`config.mk`:
```
export PLATFORM = sky130hd
export DESIGN_NAME = floor_request_scheduler_flat
export DESIGN_NICKNAME = d
export VERILOG_FILES = /design/src/rtl/elev_pkg.sv /design/src/rtl/floor_request_scheduler_if.sv /design/src/rtl/req_sync_edge.sv /design/src/rtl/floor_request_scheduler.sv /design/src/flat_wrapper.sv
export SDC_FILE = /design/constraint.sdc
export NUM_CORES = 1
export LEC_CHECK = 0
export CAP_MARGIN = 20
export CELL_PAD_IN_SITES_DETAIL_PLACEMENT = 0
export CELL_PAD_IN_SITES_GLOBAL_PLACEMENT = 1
export CORE_ASPECT_RATIO = 0.9
export CORE_MARGIN = 1.5
export CORE_UTILIZATION = 25
export DETAILED_ROUTE_END_ITERATION = 10
export PLACE_DENSITY = 0.6
export SLEW_MARGIN = 15
export SYNTH_ARGS = -nofsm -noshare
export SYNTH_HDL_FRONTEND = slang
export SYNTH_SLANG_ARGS = --single-unit
```
`constraint.sdc`:
```
create_clock -name clk -period 8.2 [get_ports clk]
set_clock_uncertainty 0.2 [all_clocks]
set_input_delay 1.64 -clock clk [delete_from_list [all_inputs] [get_ports clk]]
set_output_delay 1.64 -clock clk [all_outputs]
set_load 0.01 [all_outputs]
```
`src/rtl/elev_pkg.sv`:
```
// Shared elevator-controller definitions: floor geometry plus the scheduler and
// elevator FSM state encodings, so both FSMs agree on one set of values.
package elev_pkg;

    localparam int NUM_FLOORS = 10;
    localparam int FLOOR_W    = 4;

    typedef enum logic [1:0] {
        SCHED_IDLE  = 2'd0,
        SCHED_SERVE = 2'd1,
        SCHED_DWELL = 2'd2
    } sched_state_t;

    typedef enum logic [1:0] {
        ELEV_IDLE = 2'd0,
        ELEV_UP   = 2'd1,
        ELEV_DOWN = 2'd2
    } elev_state_t;

endpackage

```
`src/rtl/floor_request_scheduler_if.sv`:
```
// Button / floor-position / target bundle between the request scheduler (master)
// and the elevator FSM plus panel hardware (slave).
interface floor_request_scheduler_if #(
    parameter int NUM_FLOORS = elev_pkg::NUM_FLOORS,
    parameter int FLOOR_W    = elev_pkg::FLOOR_W
);
    logic [NUM_FLOORS-1:0] btn;
    logic [FLOOR_W-1:0]    current_floor;
    logic [FLOOR_W-1:0]    requested_floor;
    logic [NUM_FLOORS-1:0] pending;
    logic                  dir_up;
    logic                  door_open;
    logic                  busy;

    modport master (
        input  btn, current_floor,
        output requested_floor, pending, dir_up, door_open, busy
    );

    modport slave (
        output btn, current_floor,
        input  requested_floor, pending, dir_up, door_open, busy
    );
endinterface

```
`src/rtl/req_sync_edge.sv`:
```
// Multi-flop synchroniser for a vector of asynchronous buttons, followed by a
// registered rising-edge detector: one single-cycle pulse per press.
module req_sync_edge #(
    parameter int WIDTH       = 1,
    parameter int SYNC_STAGES = 2
) (
    input  logic             clk,
    input  logic             reset,
    input  logic [WIDTH-1:0] din,
    output logic [WIDTH-1:0] rise
);
    logic [WIDTH-1:0] sync_p [SYNC_STAGES];
    logic [WIDTH-1:0] last_p;

    always_ff @(posedge clk or posedge reset) begin
        if (reset) begin
            for (int i = 0; i < SYNC_STAGES; i++) sync_p[i] <= '0;
            last_p <= '0;
            rise   <= '0;
        end else begin
            sync_p[0] <= din;
            for (int i = 1; i < SYNC_STAGES; i++) sync_p[i] <= sync_p[i-1];
            // edge-detect stage: compare synchronised level with its previous value
            last_p <= sync_p[SYNC_STAGES-1];
            rise   <= sync_p[SYNC_STAGES-1] & ~last_p;
        end
    end
endmodule

```
`src/rtl/floor_request_scheduler.sv`:
```
// Elevator request scheduler: keeps the pending-floor bitmap, picks the next target
// with SCAN ordering, and holds the door open for a dwell period at each served floor.
module floor_request_scheduler #(
    parameter int NUM_FLOORS   = elev_pkg::NUM_FLOORS,
    parameter int FLOOR_W      = elev_pkg::FLOOR_W,
    parameter int SYNC_STAGES  = 2,
    parameter int DWELL_CYCLES = 20000000
) (
    input  logic                      clk,
    input  logic                      reset,
    floor_request_scheduler_if.master bus
);
    import elev_pkg::*;

    localparam int               CNT_W      = $clog2(DWELL_CYCLES + 1);
    localparam logic [CNT_W-1:0] DWELL_LOAD = CNT_W'(DWELL_CYCLES - 1);

    sched_state_t          state;
    logic [CNT_W-1:0]      dwell_cnt;
    logic [FLOOR_W-1:0]    req_q;
    logic [NUM_FLOORS-1:0] pending_q;
    logic                  dir_q;
    logic                  door_q;

    logic [NUM_FLOORS-1:0] press, here_mask, target_mask, set_mask, clr_mask;
    logic                  cf_legal, at_target;
    logic                  above_vld, below_vld, sel_vld, sel_dir_up;
    logic [FLOOR_W-1:0]    above_flr, below_flr, sel_flr;

    req_sync_edge #(.WIDTH(NUM_FLOORS), .SYNC_STAGES(SYNC_STAGES)) u_sync (
        .clk   (clk),
        .reset (reset),
        .din   (bus.btn),
        .rise  (press)
    );

    assign cf_legal  = ({1'b0, bus.current_floor} < (FLOOR_W+1)'(NUM_FLOORS));
    assign at_target = (bus.current_floor == req_q);

    always_comb begin
        here_mask   = '0;
        target_mask = '0;
        for (int i = 0; i < NUM_FLOORS; i++) begin
            here_mask[i]   = (bus.current_floor == FLOOR_W'(i));
            target_mask[i] = (req_q == FLOOR_W'(i));
        end
    end

    // A press for the floor we are standing at (not travelling through) is already satisfied.
    assign set_mask = cf_legal ? (press & ~((state != SCHED_SERVE) ? here_mask : '0)) : '0;
    assign clr_mask = (cf_legal && state == SCHED_SERVE && at_target) ? target_mask : '0;

    always_ff @(posedge clk or posedge reset) begin
        if (reset) pending_q <= '0;
        else       pending_q <= (pending_q | set_mask) & ~clr_mask;
    end

    // Descending scan leaves the lowest floor above; ascending scan leaves the highest below.
    always_comb begin
        above_vld = 1'b0;
        above_flr = '0;
        below_vld = 1'b0;
        below_flr = '0;
        for (int i = NUM_FLOORS - 1; i >= 0; i--)
            if (pending_q[i] && FLOOR_W'(i) > bus.current_floor) begin
                above_vld = 1'b1;
                above_flr = FLOOR_W'(i);
            end
        for (int i = 0; i < NUM_FLOORS; i++)
            if (pending_q[i] && FLOOR_W'(i) < bus.current_floor) begin
                below_vld = 1'b1;
                below_flr = FLOOR_W'(i);
            end
    end

    always_comb begin
        sel_vld    = above_vld | below_vld;
        sel_flr    = '0;
        sel_dir_up = dir_q;
        if (dir_q) begin
            if (above_vld)      begin sel_flr = above_flr; sel_dir_up = 1'b1; end
            else if (below_vld) begin sel_flr = below_flr; sel_dir_up = 1'b0; end
        end else begin
            if (below_vld)      begin sel_flr = below_flr; sel_dir_up = 1'b0; end
            else if (above_vld) begin sel_flr = above_flr; sel_dir_up = 1'b1; end
        end
    end

    always_ff @(posedge clk or posedge reset) begin
        if (reset) begin
            state     <= SCHED_IDLE;
            req_q     <= '0;
            dir_q     <= 1'b1;
            door_q    <= 1'b0;
            dwell_cnt <= '0;
        end else if (cf_legal) begin
            unique case (state)
                SCHED_IDLE: begin
                    if (sel_vld) begin
                        req_q <= sel_flr;
                        dir_q <= sel_dir_up;
                        state <= SCHED_SERVE;
                    end else begin
                        req_q <= bus.current_floor;
                    end
                end
                SCHED_SERVE: begin
                    if (at_target) begin
                        dwell_cnt <= DWELL_LOAD;
                        door_q    <= 1'b1;
                        state     <= SCHED_DWELL;
                    end else if (dir_q && above_vld && above_flr < req_q) begin
                        req_q <= above_flr;
                    end else if (!dir_q && below_vld && below_flr > req_q) begin
                        req_q <= below_flr;
                    end
                end
                SCHED_DWELL: begin
                    req_q <= bus.current_floor;
                    if (dwell_cnt != '0) begin
                        dwell_cnt <= dwell_cnt - 1'b1;
                    end else begin
                        door_q <= 1'b0;
                        if (sel_vld) begin
                            req_q <= sel_flr;
                            dir_q <= sel_dir_up;
                            state <= SCHED_SERVE;
                        end else begin
                            state <= SCHED_IDLE;
                        end
                    end
                end
                default: state <= SCHED_IDLE;
            endcase
        end
    end

    assign bus.requested_floor = req_q;
    assign bus.pending         = pending_q;
    assign bus.dir_up          = dir_q;
    assign bus.door_open       = door_q;
    assign bus.busy            = (state != SCHED_IDLE) || (|pending_q);

endmodule

```
`src/flat_wrapper.sv`:
```
// flat-port wrapper written by rule: the top's interface ports become plain ports
module floor_request_scheduler_flat import elev_pkg::*;
#(
    parameter int NUM_FLOORS   = elev_pkg::NUM_FLOORS,
    parameter int FLOOR_W      = elev_pkg::FLOOR_W,
    parameter int SYNC_STAGES  = 2,
    parameter int DWELL_CYCLES = 20000000
)
  (clk, reset, bus_btn, bus_current_floor, bus_requested_floor, bus_pending, bus_dir_up, bus_door_open, bus_busy);
  floor_request_scheduler_if #(.NUM_FLOORS(NUM_FLOORS), .FLOOR_W(FLOOR_W)) bus_i ();
  input  logic clk;
  input  logic reset;
  input wire logic [$bits(bus_i.btn)-1:0] bus_btn;
  input wire logic [$bits(bus_i.current_floor)-1:0] bus_current_floor;
  output wire logic [$bits(bus_i.requested_floor)-1:0] bus_requested_floor;
  output wire logic [$bits(bus_i.pending)-1:0] bus_pending;
  output wire logic [$bits(bus_i.dir_up)-1:0] bus_dir_up;
  output wire logic [$bits(bus_i.door_open)-1:0] bus_door_open;
  output wire logic [$bits(bus_i.busy)-1:0] bus_busy;
  assign bus_i.btn = bus_btn;
  assign bus_i.current_floor = bus_current_floor;
  assign bus_requested_floor = bus_i.requested_floor;
  assign bus_pending = bus_i.pending;
  assign bus_dir_up = bus_i.dir_up;
  assign bus_door_open = bus_i.door_open;
  assign bus_busy = bus_i.busy;
  floor_request_scheduler #(.NUM_FLOORS(NUM_FLOORS), .FLOOR_W(FLOOR_W), .SYNC_STAGES(SYNC_STAGES), .DWELL_CYCLES(DWELL_CYCLES)) u_core (.clk(clk), .reset(reset), .bus(bus_i));
endmodule
```
==> impl_metrics.xml, run 1 <==
<?xml version="1.0" encoding="UTF-8"?>
<metrics>
  <group name="global_route">
    <metric name="grtUsageTotal" unit="%">12.8</metric>
    <metric name="grt_antenna_before_repair" unit="">0</metric>
    <metric name="grt_pass1_vias" unit="">3480</metric>
    <metric name="grt.overflow.total" unit="">0</metric>
    <metric name="largest_net_degree_at_the_start_of_global_routing" unit="">84</metric>
    <metric name="grt_pass1_wl" unit="mm">18.5</metric>
  </group>
  <group name="layout">
    <metric name="num_antenna_cells" unit="">0</metric>
    <metric name="areaGrowthSynthToFinish" unit="%">19.6</metric>
    <metric name="drive_above_1_share" unit="%">8.28</metric>
    <metric name="nets" unit="">509</metric>
  </group>
  <group name="clock_tree">
    <metric name="clk-insertion-delay-late" unit="ps">340</metric>
    <metric name="hold_fix_buffer_count_after_cts" unit="">0</metric>
    <metric name="numCtsBuffers" unit="">9</metric>
    <metric name="cts_tree" unit="">yes</metric>
    <metric name="htreeDepth" unit="">3</metric>
    <metric name="tritoncts_num_sinks" unit="">83</metric>
    <metric name="clockRootBuffer" unit="">sky130_fd_sc_hd__clkbuf_16</metric>
    <metric name="clock_tree.buffer_depth" unit="">2</metric>
    <metric name="cts-resized-gates" unit="">0</metric>
    <metric name="cts_post_setup_buffers_inserted" unit="">0</metric>
    <metric name="cts.clk_slew.worst_paths" unit="ps">60</metric>
  </group>
  <group name="drt">
    <metric name="dr_total_vias" unit="">3541</metric>
    <metric name="drt.antenna.violating_nets" unit="">0</metric>
    <metric name="drt_iter0_drc" unit="">250</metric>
    <metric name="remaining_drc_errors" unit="">0</metric>
    <metric name="drt-wirelength-per-cell" unit="um">15.4</metric>
    <metric name="viasPerCell" unit="">4.93</metric>
    <metric name="drt_pre_antenna_iters" unit="">4</metric>
    <metric name="detail_route.wirelength" unit="mm">11.1</metric>
  </group>
  <group name="sta">
    <metric name="setup_ws" unit="ps">2670</metric>
    <metric name="slew_viol_final" unit="">0</metric>
    <metric name="grt_setup_unrepaired" unit="">false</metric>
    <metric name="timing.final.crit_share" unit="%">67.5</metric>
    <metric name="final-setup-viol-count" unit="">0</metric>
    <metric name="max_slew.worst_pin.slew" unit="ps">1020</metric>
    <metric name="finalWorstPathRequiredPeriod" unit="ps">5530</metric>
    <metric name="finalHoldWorstSlack" unit="ps">146</metric>
    <metric name="setup-tns-final" unit="ps">0</metric>
    <metric name="max_freq" unit="MHz">181</metric>
    <metric name="final_hold_viol_count" unit="">0</metric>
    <metric name="slew-limit-headroom" unit="%">31.9</metric>
  </group>
  <group name="synth">
    <metric name="synth_seq_cells" unit="">83</metric>
    <metric name="synthArstFlopShare" unit="%">100</metric>
    <metric name="synth_top_area_share" unit="%">46.8</metric>
    <metric name="yosys_warnings" unit="">0</metric>
    <metric name="syn_area_per_cell" unit="um2">9.65</metric>
    <metric name="syn_inst" unit="">454</metric>
    <metric name="number_of_nets_in_the_synthesized_netlist" unit="">483</metric>
    <metric name="synthDominantAreaCellType" unit="">sky130_fd_sc_hd__dfrtp_1</metric>
    <metric name="netlist_area" unit="um2">4380</metric>
    <metric name="unique_masters_post_synth" unit="">71</metric>
    <metric name="synth_area_leaders" unit="">sky130_fd_sc_hd__dfrtp_1 (47%), sky130_fd_sc_hd__nand2_1 (4.7%), sky130_fd_sc_hd__ha_1 (3.7%)</metric>
    <metric name="ys.flop_type" unit="">sky130_fd_sc_hd__dfrtp_1</metric>
    <metric name="synth_edf_count" unit="">0</metric>
    <metric name="synth-seq-area-share" unit="%">47.4</metric>
  </group>
  <group name="place">
    <metric name="detailed_place_hpwl" unit="mm">7.97</metric>
    <metric name="placement.setup.worst_slack" unit="ps">2360</metric>
    <metric name="buffer_ports.inserted" unit="">32</metric>
    <metric name="place.gp.congestion" unit="">0.858</metric>
  </group>
  <group name="power">
    <metric name="vdd_drop_max" unit="mV">0.155</metric>
    <metric name="p_sw" unit="W">0.000454</metric>
    <metric name="comb_power_share" unit="%">29.5</metric>
    <metric name="seqPwrFrac" unit="%">37.1</metric>
    <metric name="internal_power" unit="W">0.000898</metric>
    <metric name="power.share.clock" unit="%">33.3</metric>
    <metric name="power.density_cell_area" unit="nW/um2">258</metric>
    <metric name="power.switching_fraction" unit="%">33.6</metric>
    <metric name="static-leakage-power" unit="nW">2.05</metric>
  </group>
  <group name="outcome">
    <metric name="status" unit="">finished clean</metric>
  </group>
  <group name="flow_run">
    <metric name="maxCapViolCount" unit="">0</metric>
  </group>
  <group name="setup_path">
    <metric name="r2r-start" unit="">u_core.bus.pending[4]</metric>
    <metric name="crit_type" unit="">input pin to flip-flop</metric>
    <metric name="timing.critical_path.to_type" unit="">flip-flop</metric>
    <metric name="worstSetupStartpointType" unit="">input pin</metric>
    <metric name="reg2reg_depth" unit="">13</metric>
    <metric name="timing.critical_path.arrival" unit="ps">5550</metric>
    <metric name="capturing_point_of_the_worst_reg2reg_path" unit="">u_core.bus.requested_floor[2]</metric>
    <metric name="critical_path.max_fanout" unit="">27</metric>
    <metric name="r2r_setup_slack" unit="ps">4500</metric>
    <metric name="worstPathRequired" unit="ps">8220</metric>
  </group>
  <group name="min_path">
    <metric name="hold-path-cell-count" unit="">0</metric>
    <metric name="timing.hold.worst.class" unit="">flip-flop to flip-flop</metric>
    <metric name="hold_path_end" unit="">u_core.u_sync.sync_p[8]</metric>
    <metric name="min_from" unit="">u_core.u_sync.sync_p[18]</metric>
  </group>
  <group name="die">
    <metric name="i_o_pins" unit="">33</metric>
    <metric name="initial_utilization" unit="%">25.8</metric>
    <metric name="design.die.area" unit="um2">18300</metric>
    <metric name="placementRows" unit="">45</metric>
    <metric name="chipHeight" unit="um">129</metric>
    <metric name="die_w" unit="um">143</metric>
    <metric name="floorplan.core_area" unit="um2">17000</metric>
  </group>
</metrics>
critical path, cell delays in order:
cell,delay (ps)
sky130_fd_sc_hd__clkdlybuf4s50_1,1140
sky130_fd_sc_hd__inv_1,360
sky130_fd_sc_hd__a21oi_1,610
sky130_fd_sc_hd__nor2b_1,200
sky130_fd_sc_hd__ha_1,340
sky130_fd_sc_hd__nor2b_1,120
sky130_fd_sc_hd__o21ai_0,80
sky130_fd_sc_hd__nand2b_1,70
sky130_fd_sc_hd__a21oi_1,60
sky130_fd_sc_hd__nor3_1,250
sky130_fd_sc_hd__o31a_1,300
sky130_fd_sc_hd__mux2_2,370
metrics by stage:
stage | utilization [%] | power (W) | std cells | instance area [um2]
after floorplan | - | 0.000767 | 454 | 4380
after global placement | 28.9 | 0.000902 | 704 | 4910
after detailed placement | 28.9 | 0.000906 | 704 | 4910
after CTS | 30.8 | 0.00137 | 718 | 5240
after global routing | 30.8 | 0.00143 | 718 | 5240
final | 30.8 | 0.00135 | 718 | 5240
synth_stat cells, types with 2 or more instances:
master / number
sky130_fd_sc_hd__buf_6: 3
sky130_fd_sc_hd__a21o_1: 4
sky130_fd_sc_hd__o211ai_1: 2
sky130_fd_sc_hd__nand3b_1: 2
sky130_fd_sc_hd__o21ai_0: 22
sky130_fd_sc_hd__or4_4: 3
sky130_fd_sc_hd__nand2_1: 55
sky130_fd_sc_hd__nor4b_1: 2
sky130_fd_sc_hd__nand3_1: 9
sky130_fd_sc_hd__o221ai_1: 3
sky130_fd_sc_hd__a21oi_1: 31
sky130_fd_sc_hd__mux2_2: 4
sky130_fd_sc_hd__clkbuf_1: 7
sky130_fd_sc_hd__xnor2_1: 8
sky130_fd_sc_hd__ha_1: 13
sky130_fd_sc_hd__buf_2: 6
sky130_fd_sc_hd__o31a_1: 2
sky130_fd_sc_hd__nor2_1: 33
sky130_fd_sc_hd__nand4_1: 3
sky130_fd_sc_hd__o31ai_1: 4
sky130_fd_sc_hd__nor3_2: 2
sky130_fd_sc_hd__o32ai_1: 3
sky130_fd_sc_hd__dfrtp_1: 82
sky130_fd_sc_hd__or4_1: 2
sky130_fd_sc_hd__a22o_1: 2
sky130_fd_sc_hd__xor2_1: 9
sky130_fd_sc_hd__a21boi_0: 2
sky130_fd_sc_hd__o32a_1: 2
sky130_fd_sc_hd__a31oi_1: 14
sky130_fd_sc_hd__or3_1: 5
sky130_fd_sc_hd__nand2b_1: 4
sky130_fd_sc_hd__nand4b_1: 2
sky130_fd_sc_hd__o21ai_1: 2
sky130_fd_sc_hd__o41ai_1: 3
sky130_fd_sc_hd__nor2b_1: 22
sky130_fd_sc_hd__inv_1: 16
sky130_fd_sc_hd__nor3_1: 13
sky130_fd_sc_hd__and2b_1: 2
sky130_fd_sc_hd__nor4_1: 8
sky130_fd_sc_hd__a22oi_1: 4
sky130_fd_sc_hd__o21ba_2: 2
sky130_fd_sc_hd__o22ai_1: 6
sky130_fd_sc_hd__nor4_2: 3
how the worst max path moves through the flow:
stage                                     from                            end  slack [ps]
after floorplan           bus_current_floor[3]  u_core.bus.requested_floor[0]        3540
after global routing      bus_current_floor[3]  u_core.bus.requested_floor[3]        2380
after CTS                 bus_current_floor[2]  u_core.bus.requested_floor[2]        2720
after global placement    bus_current_floor[3]  u_core.bus.requested_floor[0]        2420
after detailed placement  bus_current_floor[2]  u_core.bus.requested_floor[2]        2360
final                     bus_current_floor[3]  u_core.bus.requested_floor[0]        2670
flip-flops by register name (all words and copies together), names as in the netlist:
name	cells
u_core.state	2
u_core.u_sync.last_p	10
u_core.bus.requested_floor	4
u_core.bus.dir_up	1
u_core.bus.door_open	1
u_core.u_sync.rise	10
u_core.u_sync.sync_p	20
u_core.dwell_cnt	25
u_core.bus.pending	10
power groups by stage:
stage | sequential (W) | combinational (W) | clock, W
final | 0.000502 | 0.000399 | 0.000451
after global routing | 0.000508 | 0.000445 | 0.000481
after CTS | 0.000502 | 0.000399 | 0.000464
after detailed placement | 0.000511 | 0.000395 | 0
after global placement | 0.000509 | 0.000393 | 0
after floorplan | 0.000489 | 0.000278 | 0
cell families after synthesis:
group / Yosys count / synth area share (%)
XOR/XNOR: 17 / 3.40
buffers and inverters: 34 / 3.63
flip-flops: 83 / 47.4
multiplexers: 6 / 1.51
adder cells (fa/ha/maj): 13 / 3.71
AND/OR/NAND/NOR: 182 / 22.4
AO/OA/AOI/OAI: 119 / 18.0
layout by cell type, fill, tap and decap left out, types with 5 or more instances in the layout:
cell / count
sky130_fd_sc_hd__nand3_1: 9
sky130_fd_sc_hd__clkbuf_16: 9
sky130_fd_sc_hd__a21oi_1: 31
sky130_fd_sc_hd__nor4_1: 8
sky130_fd_sc_hd__dfrtp_1: 82
sky130_fd_sc_hd__ha_1: 13
sky130_fd_sc_hd__o22ai_1: 6
sky130_fd_sc_hd__inv_1: 15
sky130_fd_sc_hd__a31oi_1: 14
sky130_fd_sc_hd__xnor2_1: 8
sky130_fd_sc_hd__o21ai_0: 22
sky130_fd_sc_hd__nor2_1: 33
sky130_fd_sc_hd__nor3_1: 13
sky130_fd_sc_hd__xor2_1: 9
sky130_fd_sc_hd__clkdlybuf4s50_1: 32
sky130_fd_sc_hd__or3_1: 5
sky130_fd_sc_hd__nand2_1: 55
sky130_fd_sc_hd__nor2b_1: 22
metal layers:
metal  vias up  track usage, %  wire, um
met5         -               0         0
met3        17            2.27       497
met4         0            4.43       243
met1      1715            18.5      5510
li1       1698               -         -
met2       111            19.2      4800
cell type report:
| class | instances | area (um2) |
|---|---|---|
| clock buffers | 9 | 225 |
| clock inverters | 5 | 104 |
| fillers | 1808 | 11800 |
| inverters | 16 | 61.3 |
| multi-input cells | 337 | 2150 |
| flip-flops and latches | 83 | 2080 |
| well taps | 235 | 294 |
| repair buffers | 33 | 332 |
Note: power is estimated with default switching activity, not from simulation.
==> inputs of run 2 (changes only) <==
--- a/config.mk
+++ b/config.mk
@@ -12,7 +12,7 @@
 export CORE_MARGIN = 1.5
 export CORE_UTILIZATION = 25
 export DETAILED_ROUTE_END_ITERATION = 10
-export PLACE_DENSITY = 0.6
+export PLACE_DENSITY = 0.62
 export SLEW_MARGIN = 15
 export SYNTH_ARGS = -nofsm -noshare
 export SYNTH_HDL_FRONTEND = slang
==> constraint.sdc (replaced) <==
create_clock -name clk -period 4.6 [get_ports clk]
set_clock_uncertainty 0.2 [all_clocks]
set_input_delay 0.92 -clock clk [delete_from_list [all_inputs] [get_ports clk]]
set_output_delay 0.92 -clock clk [all_outputs]
set_load 0.01 [all_outputs]
==> impl_metrics.xml, run 2 (synthesis results as in run 1) <==
<?xml version="1.0" encoding="UTF-8"?>
<metrics>
  <group name="setup_path">
    <metric name="cells_traversed_along_the_worst_timing_path" unit="">clkdlybuf4s50_1, o21ai_0, o21ai_0, a21o_1, nor2_1, ha_1, nand2_1, a21o_1, a211oi_1, o41ai_1, and4b_1, mux2_2, a22oi_1, o221ai_1</metric>
    <metric name="crit_path_max_incr_delay" unit="ps">520</metric>
    <metric name="crit_type" unit="">input pin to flip-flop</metric>
    <metric name="critical_path.max_fanout" unit="">7</metric>
    <metric name="capturing_point_of_the_worst_reg2reg_path" unit="">u_core.bus.requested_floor[2]</metric>
    <metric name="worstSetupStartpointType" unit="">input pin</metric>
    <metric name="r2r_setup_slack" unit="ps">880</metric>
    <metric name="timing.critical_path.arrival" unit="ps">4240</metric>
    <metric name="worstPathRequired" unit="ps">4600</metric>
    <metric name="r2r-start" unit="">u_core.bus.pending[4]</metric>
    <metric name="timing.critical_path.to_type" unit="">flip-flop</metric>
    <metric name="reg2reg_depth" unit="">13</metric>
    <metric name="cpMaxStageDelayCell" unit="">sky130_fd_sc_hd__clkdlybuf4s50_1</metric>
  </group>
  <group name="outcome">
    <metric name="status" unit="">finished clean</metric>
  </group>
  <group name="drt">
    <metric name="remaining_drc_errors" unit="">0</metric>
    <metric name="drt_pre_antenna_iters" unit="">4</metric>
    <metric name="detail_route.wirelength" unit="mm">11.7</metric>
    <metric name="drt.antenna.violating_nets" unit="">0</metric>
    <metric name="highest_metal_layer_with_signal_wires" unit="">met4</metric>
    <metric name="wirelength_met1" unit="mm">5.74</metric>
    <metric name="met3_wirelength" unit="um">650</metric>
    <metric name="dr_total_vias" unit="">3556</metric>
    <metric name="wl_met2" unit="mm">5.15</metric>
    <metric name="drt-wirelength-per-cell" unit="um">15.9</metric>
    <metric name="viasPerCell" unit="">4.81</metric>
    <metric name="drt_iter0_drc" unit="">244</metric>
  </group>
  <group name="clock_tree">
    <metric name="cts_tree" unit="">yes</metric>
    <metric name="clockRootBuffer" unit="">sky130_fd_sc_hd__clkbuf_16</metric>
    <metric name="cts.clk_slew.worst_paths" unit="ps">60</metric>
    <metric name="hold_fix_buffer_count_after_cts" unit="">0</metric>
    <metric name="clock_tree.buffer_depth" unit="">2</metric>
    <metric name="clk-insertion-delay-late" unit="ps">330</metric>
    <metric name="cts_post_setup_buffers_inserted" unit="">0</metric>
    <metric name="cts-resized-gates" unit="">0</metric>
    <metric name="tritoncts_num_sinks" unit="">83</metric>
    <metric name="numCtsBuffers" unit="">9</metric>
    <metric name="htreeDepth" unit="">3</metric>
  </group>
  <group name="sta">
    <metric name="setup_ws" unit="ps">360</metric>
    <metric name="max_freq" unit="MHz">236</metric>
    <metric name="max_slew.worst_pin.slew" unit="ps">701</metric>
    <metric name="timing.final.crit_share" unit="%">92.2</metric>
    <metric name="finalWorstPathRequiredPeriod" unit="ps">4240</metric>
    <metric name="grt_setup_unrepaired" unit="">false</metric>
    <metric name="final_hold_viol_count" unit="">0</metric>
    <metric name="slew_viol_final" unit="">0</metric>
    <metric name="setup-tns-final" unit="ps">0</metric>
    <metric name="slew-limit-headroom" unit="%">52.9</metric>
    <metric name="final-setup-viol-count" unit="">0</metric>
  </group>
  <group name="min_path">
    <metric name="timing.hold.worst.class" unit="">flip-flop to flip-flop</metric>
    <metric name="min_from" unit="">u_core.u_sync.sync_p[15]</metric>
    <metric name="hold-path-cell-count" unit="">0</metric>
    <metric name="hold_path_end" unit="">u_core.u_sync.sync_p[5]</metric>
  </group>
  <group name="layout">
    <metric name="biggestRegsByFlops" unit="">u_core.dwell_cnt x25, u_core.u_sync.sync_p x20</metric>
    <metric name="max_flop_register" unit="">u_core.dwell_cnt</metric>
    <metric name="final_cell_mix" unit="">sky130_fd_sc_hd__dfrtp_1 (82), sky130_fd_sc_hd__nand2_1 (55), sky130_fd_sc_hd__nor2_1 (33)</metric>
    <metric name="number_of_flip_flops_under_the_largest_register_name" unit="">25</metric>
    <metric name="num_antenna_cells" unit="">0</metric>
    <metric name="layout_commonest_cell" unit="">sky130_fd_sc_hd__dfrtp_1</metric>
    <metric name="areaGrowthSynthToFinish" unit="%">22.5</metric>
    <metric name="drive_above_1_share" unit="%">12.3</metric>
    <metric name="final_cell_count_no_fill" unit="">740</metric>
    <metric name="nets" unit="">529</metric>
  </group>
  <group name="die">
    <metric name="placementRows" unit="">45</metric>
    <metric name="i_o_pins" unit="">33</metric>
    <metric name="initial_utilization" unit="%">25.8</metric>
    <metric name="floorplan.core_area" unit="um2">17000</metric>
    <metric name="design.die.area" unit="um2">18300</metric>
    <metric name="chipHeight" unit="um">129</metric>
    <metric name="die_w" unit="um">143</metric>
  </group>
  <group name="global_route">
    <metric name="grt_pass1_wl" unit="mm">19.3</metric>
    <metric name="grtUsageTotal" unit="%">13.5</metric>
    <metric name="grt.overflow.total" unit="">0</metric>
    <metric name="grt_antenna_before_repair" unit="">0</metric>
    <metric name="grt_pass1_vias" unit="">3549</metric>
    <metric name="largest_net_degree_at_the_start_of_global_routing" unit="">36</metric>
  </group>
  <group name="power">
    <metric name="vdd_drop_max" unit="mV">0.195</metric>
    <metric name="power.density_cell_area" unit="nW/um2">441</metric>
    <metric name="static-leakage-power" unit="nW">2.14</metric>
    <metric name="power.total" unit="W">0.00237</metric>
  </group>
  <group name="place">
    <metric name="cells_after_dpl" unit="">724</metric>
    <metric name="detailed_place_hpwl" unit="mm">8.52</metric>
    <metric name="place.gp.congestion" unit="">0.862</metric>
    <metric name="buffer_ports.inserted" unit="">32</metric>
    <metric name="placement.setup.worst_slack" unit="ps">82.7</metric>
  </group>
  <group name="flow_run">
    <metric name="maxCapViolCount" unit="">0</metric>
  </group>
</metrics>
==> run 2: cell count changes in the layout (fill, tap and decap cells not counted), sizes merged <==
cell | previous run | this run
clkbuf | 9 | 11
buf | 1 | 21
bufinv | 3 | 1
clkinvlp | 0 | 1
inv | 15 | 16
==> run 2: final cells by class <==
type	instances	area, um2
clock buffers	11	253
flip-flops and latches	83	2080
repair buffers	53	478
clock inverters	5	60.1
fillers	1789	11600
inverters	16	61.3
multi-input cells	337	2150
well taps	235	294
==> run 2: how the worst max path moves through the flow <==
stage                          from                             to  slack (ps)  cells past startpoint
6_report       bus_current_floor[1]  u_core.bus.requested_floor[2]         360                     14
5_1_grt        bus_current_floor[1]  u_core.bus.requested_floor[2]          80                     14
4_1_cts        bus_current_floor[1]  u_core.bus.requested_floor[2]         420                     14
3_5_place_dp   bus_current_floor[0]  u_core.bus.requested_floor[0]          80                     14
3_3_place_gp   bus_current_floor[1]  u_core.bus.requested_floor[0]         130                     12
2_1_floorplan  bus_current_floor[3]  u_core.bus.requested_floor[0]         660                     14
==> run 2: through the flow <==
stage          utilization (%)  instance area (um2)  hold slack, ps
2_1_floorplan                -                 4380             131
3_3_place_gp              29.7                 5060             131
3_5_place_dp              29.7                 5060             138
4_1_cts                   31.6                 5370             149
5_1_grt                   31.6                 5370             160
6_report                  31.6                 5370             148
==> run 2: worst max-delay path, delay by kind of cell <==
kind	cells	cell delay, ps
AOI/OAI and AO/OA	8	1480
and+or+nand+nor	3	650
buffers and inverters	1	520
muxes	1	390
adders and majority gates	1	260
==> run 2: where the power goes <==
part	internal (W)	leakage (nW)	total (W)	switching, W
logic	0.000295	1.05	0.000731	0.000436
registers	0.000797	0.937	0.000897	0.000100
clock network	0.000452	0.152	0.000742	0.000290
==> run 2: per-layer routing <==
layer / vias to the layer above / GRT usage [%]
li1: 1737 / -
met1: 1712 / 19.7
met2: 93 / 19.6
met3: 14 / 2.79
met4: 0 / 4.85
met5: - / 0
==> inputs of run 3 (changes only) <==
--- a/config.mk
+++ b/config.mk
@@ -5,6 +5,7 @@
 export SDC_FILE = /design/constraint.sdc
 export NUM_CORES = 1
 export LEC_CHECK = 0
+export ABC_AREA = 1
 export CAP_MARGIN = 20
 export CELL_PAD_IN_SITES_DETAIL_PLACEMENT = 0
 export CELL_PAD_IN_SITES_GLOBAL_PLACEMENT = 1
@@ -12,7 +13,7 @@
 export CORE_MARGIN = 1.5
 export CORE_UTILIZATION = 25
 export DETAILED_ROUTE_END_ITERATION = 10
-export PLACE_DENSITY = 0.62
+export PLACE_DENSITY = 0.63
 export SLEW_MARGIN = 15
 export SYNTH_ARGS = -nofsm -noshare
 export SYNTH_HDL_FRONTEND = slang
==> impl_metrics.xml, run 3 <==
<?xml version="1.0" encoding="UTF-8"?>
<metrics>
  <group name="clock_tree">
    <metric name="numCtsBuffers" unit="">9</metric>
    <metric name="clockRootBuffer" unit="">sky130_fd_sc_hd__clkbuf_16</metric>
    <metric name="cts_post_setup_buffers_inserted" unit="">0</metric>
    <metric name="cts-resized-gates" unit="">0</metric>
    <metric name="hold_fix_buffer_count_after_cts" unit="">0</metric>
    <metric name="tritoncts_num_sinks" unit="">83</metric>
    <metric name="cts.clk_slew.worst_paths" unit="ps">60</metric>
    <metric name="htreeDepth" unit="">3</metric>
    <metric name="clock_tree.buffer_depth" unit="">2</metric>
    <metric name="cts_tree" unit="">yes</metric>
    <metric name="clk-insertion-delay-late" unit="ps">340</metric>
  </group>
  <group name="synth">
    <metric name="ys.flop_type" unit="">sky130_fd_sc_hd__dfrtp_1</metric>
    <metric name="synth_seq_cells" unit="">83</metric>
    <metric name="yosys.cell_count.top_type" unit="">sky130_fd_sc_hd__nand2_1</metric>
    <metric name="ys_top_cells_by_count" unit="">sky130_fd_sc_hd__nand2_1 (96), sky130_fd_sc_hd__dfrtp_1 (82), sky130_fd_sc_hd__nor2_1 (68)</metric>
    <metric name="syn_area_per_cell" unit="um2">8.33</metric>
    <metric name="number_of_nets_in_the_synthesized_netlist" unit="">558</metric>
    <metric name="synth_edf_count" unit="">0</metric>
    <metric name="synthArstFlopShare" unit="%">100</metric>
    <metric name="synth_top_area_share" unit="%">46.6</metric>
    <metric name="synthDominantAreaCellType" unit="">sky130_fd_sc_hd__dfrtp_1</metric>
    <metric name="syn_inst" unit="">529</metric>
    <metric name="synth_area_leaders" unit="">sky130_fd_sc_hd__dfrtp_1 (47%), sky130_fd_sc_hd__nand2_1 (8.2%), sky130_fd_sc_hd__nor2_1 (5.8%)</metric>
    <metric name="yosys_warnings" unit="">0</metric>
    <metric name="synth-seq-area-share" unit="%">47.1</metric>
    <metric name="netlist_area" unit="um2">4410</metric>
    <metric name="unique_masters_post_synth" unit="">53</metric>
  </group>
  <group name="setup_path">
    <metric name="worst_path_dominant_cell_family" unit="">simple AND/OR/NAND/NOR gates</metric>
    <metric name="cells_traversed_along_the_worst_timing_path" unit="">clkdlybuf4s50_1, nor2_2, nor2_1, nand2_1, nand2_1, inv_1, nand2_1, inv_1, ha_1, a21oi_1, o21ai_0, o2111ai_1, nand3_2, nand2_2, nor2_1, a21oi_1</metric>
    <metric name="timing.critical_path.arrival" unit="ps">3980</metric>
    <metric name="worstPathRequired" unit="ps">4670</metric>
    <metric name="timing.critical_path.to_type" unit="">flip-flop</metric>
    <metric name="cpMaxStageDelayCell" unit="">sky130_fd_sc_hd__clkdlybuf4s50_1</metric>
    <metric name="crit_path_max_incr_delay" unit="ps">840</metric>
    <metric name="buffer_and_inverter_count_on_the_worst_path" unit="">3</metric>
    <metric name="critical_path.max_fanout" unit="">8</metric>
    <metric name="r2r-start" unit="">u_core.dwell_cnt[0]</metric>
    <metric name="critPathMostFrequentCell" unit="">sky130_fd_sc_hd__nand2_1</metric>
    <metric name="crit_type" unit="">input pin to flip-flop</metric>
    <metric name="r2r_setup_slack" unit="ps">1750</metric>
    <metric name="crit_start" unit="">bus_current_floor[1]</metric>
    <metric name="worstSetupStartpointType" unit="">input pin</metric>
  </group>
  <group name="global_route">
    <metric name="grt_busiest_layer" unit="">met2</metric>
    <metric name="grt_antenna_before_repair" unit="">0</metric>
    <metric name="grt_pass1_vias" unit="">3590</metric>
    <metric name="global_route_met1_usage" unit="%">17.8</metric>
    <metric name="grt.overflow.total" unit="">0</metric>
    <metric name="grtUsageTotal" unit="%">13.1</metric>
    <metric name="grt.met2_usage" unit="%">20.3</metric>
    <metric name="largest_net_degree_at_the_start_of_global_routing" unit="">51</metric>
    <metric name="grt_pass1_wl" unit="mm">18.7</metric>
    <metric name="gr_util_met3" unit="%">2.98</metric>
  </group>
  <group name="layout">
    <metric name="drive_above_1_share" unit="%">12.5</metric>
    <metric name="layout_fillers" unit="">1824</metric>
    <metric name="number_of_flip_flops_under_the_largest_register_name" unit="">25</metric>
    <metric name="postLayoutCellArea" unit="um2">5290</metric>
    <metric name="nets" unit="">600</metric>
    <metric name="final_cell_mix" unit="">sky130_fd_sc_hd__nand2_1 (96), sky130_fd_sc_hd__dfrtp_1 (82), sky130_fd_sc_hd__nor2_1 (68)</metric>
    <metric name="biggestRegsByFlops" unit="">u_core.dwell_cnt x25, u_core.u_sync.sync_p x20</metric>
    <metric name="max_flop_register" unit="">u_core.dwell_cnt</metric>
    <metric name="multiInputGateArea" unit="um2">1970</metric>
    <metric name="num_antenna_cells" unit="">0</metric>
    <metric name="layout_commonest_cell" unit="">sky130_fd_sc_hd__nand2_1</metric>
    <metric name="sequential_cell_area" unit="um2">2080</metric>
    <metric name="areaGrowthSynthToFinish" unit="%">20.0</metric>
  </group>
  <group name="die">
    <metric name="die_w" unit="um">143</metric>
    <metric name="floorplan.core_area" unit="um2">17100</metric>
    <metric name="chipHeight" unit="um">129</metric>
    <metric name="i_o_pins" unit="">33</metric>
    <metric name="design.die.area" unit="um2">18400</metric>
    <metric name="initial_utilization" unit="%">25.8</metric>
    <metric name="placementRows" unit="">45</metric>
  </group>
  <group name="drt">
    <metric name="drt-wirelength-per-cell" unit="um">13.9</metric>
    <metric name="drt.antenna.violating_nets" unit="">0</metric>
    <metric name="remaining_drc_errors" unit="">0</metric>
    <metric name="drt_iter0_drc" unit="">247</metric>
    <metric name="drt_pre_antenna_iters" unit="">4</metric>
    <metric name="viasPerCell" unit="">4.54</metric>
    <metric name="detail_route.wirelength" unit="mm">11.2</metric>
    <metric name="dr_total_vias" unit="">3681</metric>
  </group>
  <group name="place">
    <metric name="detailed_place_hpwl" unit="mm">8.57</metric>
    <metric name="postPlaceCellArea" unit="um2">5020</metric>
    <metric name="buffer_ports.inserted" unit="">32</metric>
    <metric name="place.gp.congestion" unit="">0.869</metric>
  </group>
  <group name="sta">
    <metric name="finalHoldWorstSlack" unit="ps">148</metric>
    <metric name="max_freq" unit="MHz">256</metric>
    <metric name="final-setup-viol-count" unit="">0</metric>
    <metric name="finalWorstPathRequiredPeriod" unit="ps">3910</metric>
    <metric name="timing.final.crit_share" unit="%">85.0</metric>
    <metric name="slew-limit-headroom" unit="%">41.5</metric>
    <metric name="final_hold_viol_count" unit="">0</metric>
    <metric name="max_slew.worst_pin.slew" unit="ps">877</metric>
    <metric name="slew_viol_final" unit="">0</metric>
    <metric name="setup-tns-final" unit="ps">0</metric>
    <metric name="grt_setup_unrepaired" unit="">false</metric>
  </group>
  <group name="power">
    <metric name="vdd_drop_max" unit="mV">0.198</metric>
    <metric name="static-leakage-power" unit="nW">2.40</metric>
    <metric name="power.total" unit="W">0.00242</metric>
    <metric name="power.density_cell_area" unit="nW/um2">457</metric>
  </group>
  <group name="min_path">
    <metric name="timing.hold.worst.class" unit="">flip-flop to flip-flop</metric>
    <metric name="min_from" unit="">u_core.u_sync.sync_p[14]</metric>
  </group>
  <group name="outcome">
    <metric name="status" unit="">finished clean</metric>
  </group>
  <group name="flow_run">
    <metric name="maxCapViolCount" unit="">0</metric>
  </group>
</metrics>
-- run 3: final cells by class --
type	instances	share of cell area (%)
clock inverters	5	0.781
inverters	77	5.73
repair buffers	39	7.05
flip-flops and latches	83	39.3
clock buffers	10	4.33
multi-input cells	361	37.2
well taps	235	5.56
-- run 3: worst paths after layout --
| check | end | depth (start not counted) |
|---|---|---|
| worst max-delay path | u_core.bus.requested_floor[0] | 16 |
| max in group asynchronous | u_core.bus.pending[2] | 3 |
| worst min register to register | u_core.u_sync.sync_p[4] | 0 |
| worst max register to register | u_core.dwell_cnt[17] | 18 |
| worst min-delay path | u_core.u_sync.sync_p[4] | 0 |
| min in group asynchronous | u_core.u_sync.sync_p[19] | 2 |
-- run 3: cells by family after synthesis --
group / count (synthesis) / share of synthesized area, %
AND/OR/NAND/NOR: 249 / 26.9
XOR/XNOR: 4 / 0.795
adder cells (fa/ha/maj): 13 / 3.69
buffers and inverters: 85 / 8.17
flip-flops: 83 / 47.1
AO/OA/AOI/OAI: 95 / 13.3
-- run 3: per-layer routing --
| metal | wire, um | vias to the layer above |
|---|---|---|
| li1 | - | 1826 |
| met1 | 5600 | 1761 |
| met2 | 4970 | 77 |
| met3 | 445 | 17 |
| met4 | 223 | 0 |
| met5 | 0 | - |
-- run 3: report_power, final --
group | total (W) | switching, W | internal (W)
registers | 0.000904 | 0.0000947 | 0.000810
logic | 0.000858 | 0.000557 | 0.000301
clock network | 0.000654 | 0.000290 | 0.000365
-- run 3: worst reg2reg max path, stage by stage (launching register included) --
cell and delay, ps:
sky130_fd_sc_hd__dfrtp_1 320, sky130_fd_sc_hd__inv_1 60, sky130_fd_sc_hd__ha_1 200, sky130_fd_sc_hd__inv_1 60, sky130_fd_sc_hd__nor2_1 50, sky130_fd_sc_hd__nand2_1 120, sky130_fd_sc_hd__nor2_1 70, sky130_fd_sc_hd__nand2_2 100
sky130_fd_sc_hd__nor2_2 60, sky130_fd_sc_hd__a31oi_2 240, sky130_fd_sc_hd__nand3_2 240, sky130_fd_sc_hd__nor2_2 240, sky130_fd_sc_hd__nand2_1 130, sky130_fd_sc_hd__nor2_1 110, sky130_fd_sc_hd__nand2_1 70, sky130_fd_sc_hd__nor2_1 150
sky130_fd_sc_hd__nand3_1 120, sky130_fd_sc_hd__o21ai_1 140, sky130_fd_sc_hd__a21oi_1 50
-- run 3: stage by stage --
| step | setup slack (ps) | std cells | util (%) |
|---|---|---|---|
| after floorplan | 1340 | 529 | - |
| after global placement | 329 | 795 | 29.4 |
| after detailed placement | 344 | 795 | 29.4 |
| after CTS | 707 | 810 | 31.0 |
| after global routing | 417 | 810 | 31.0 |
| final | 691 | 810 | 31.0 |
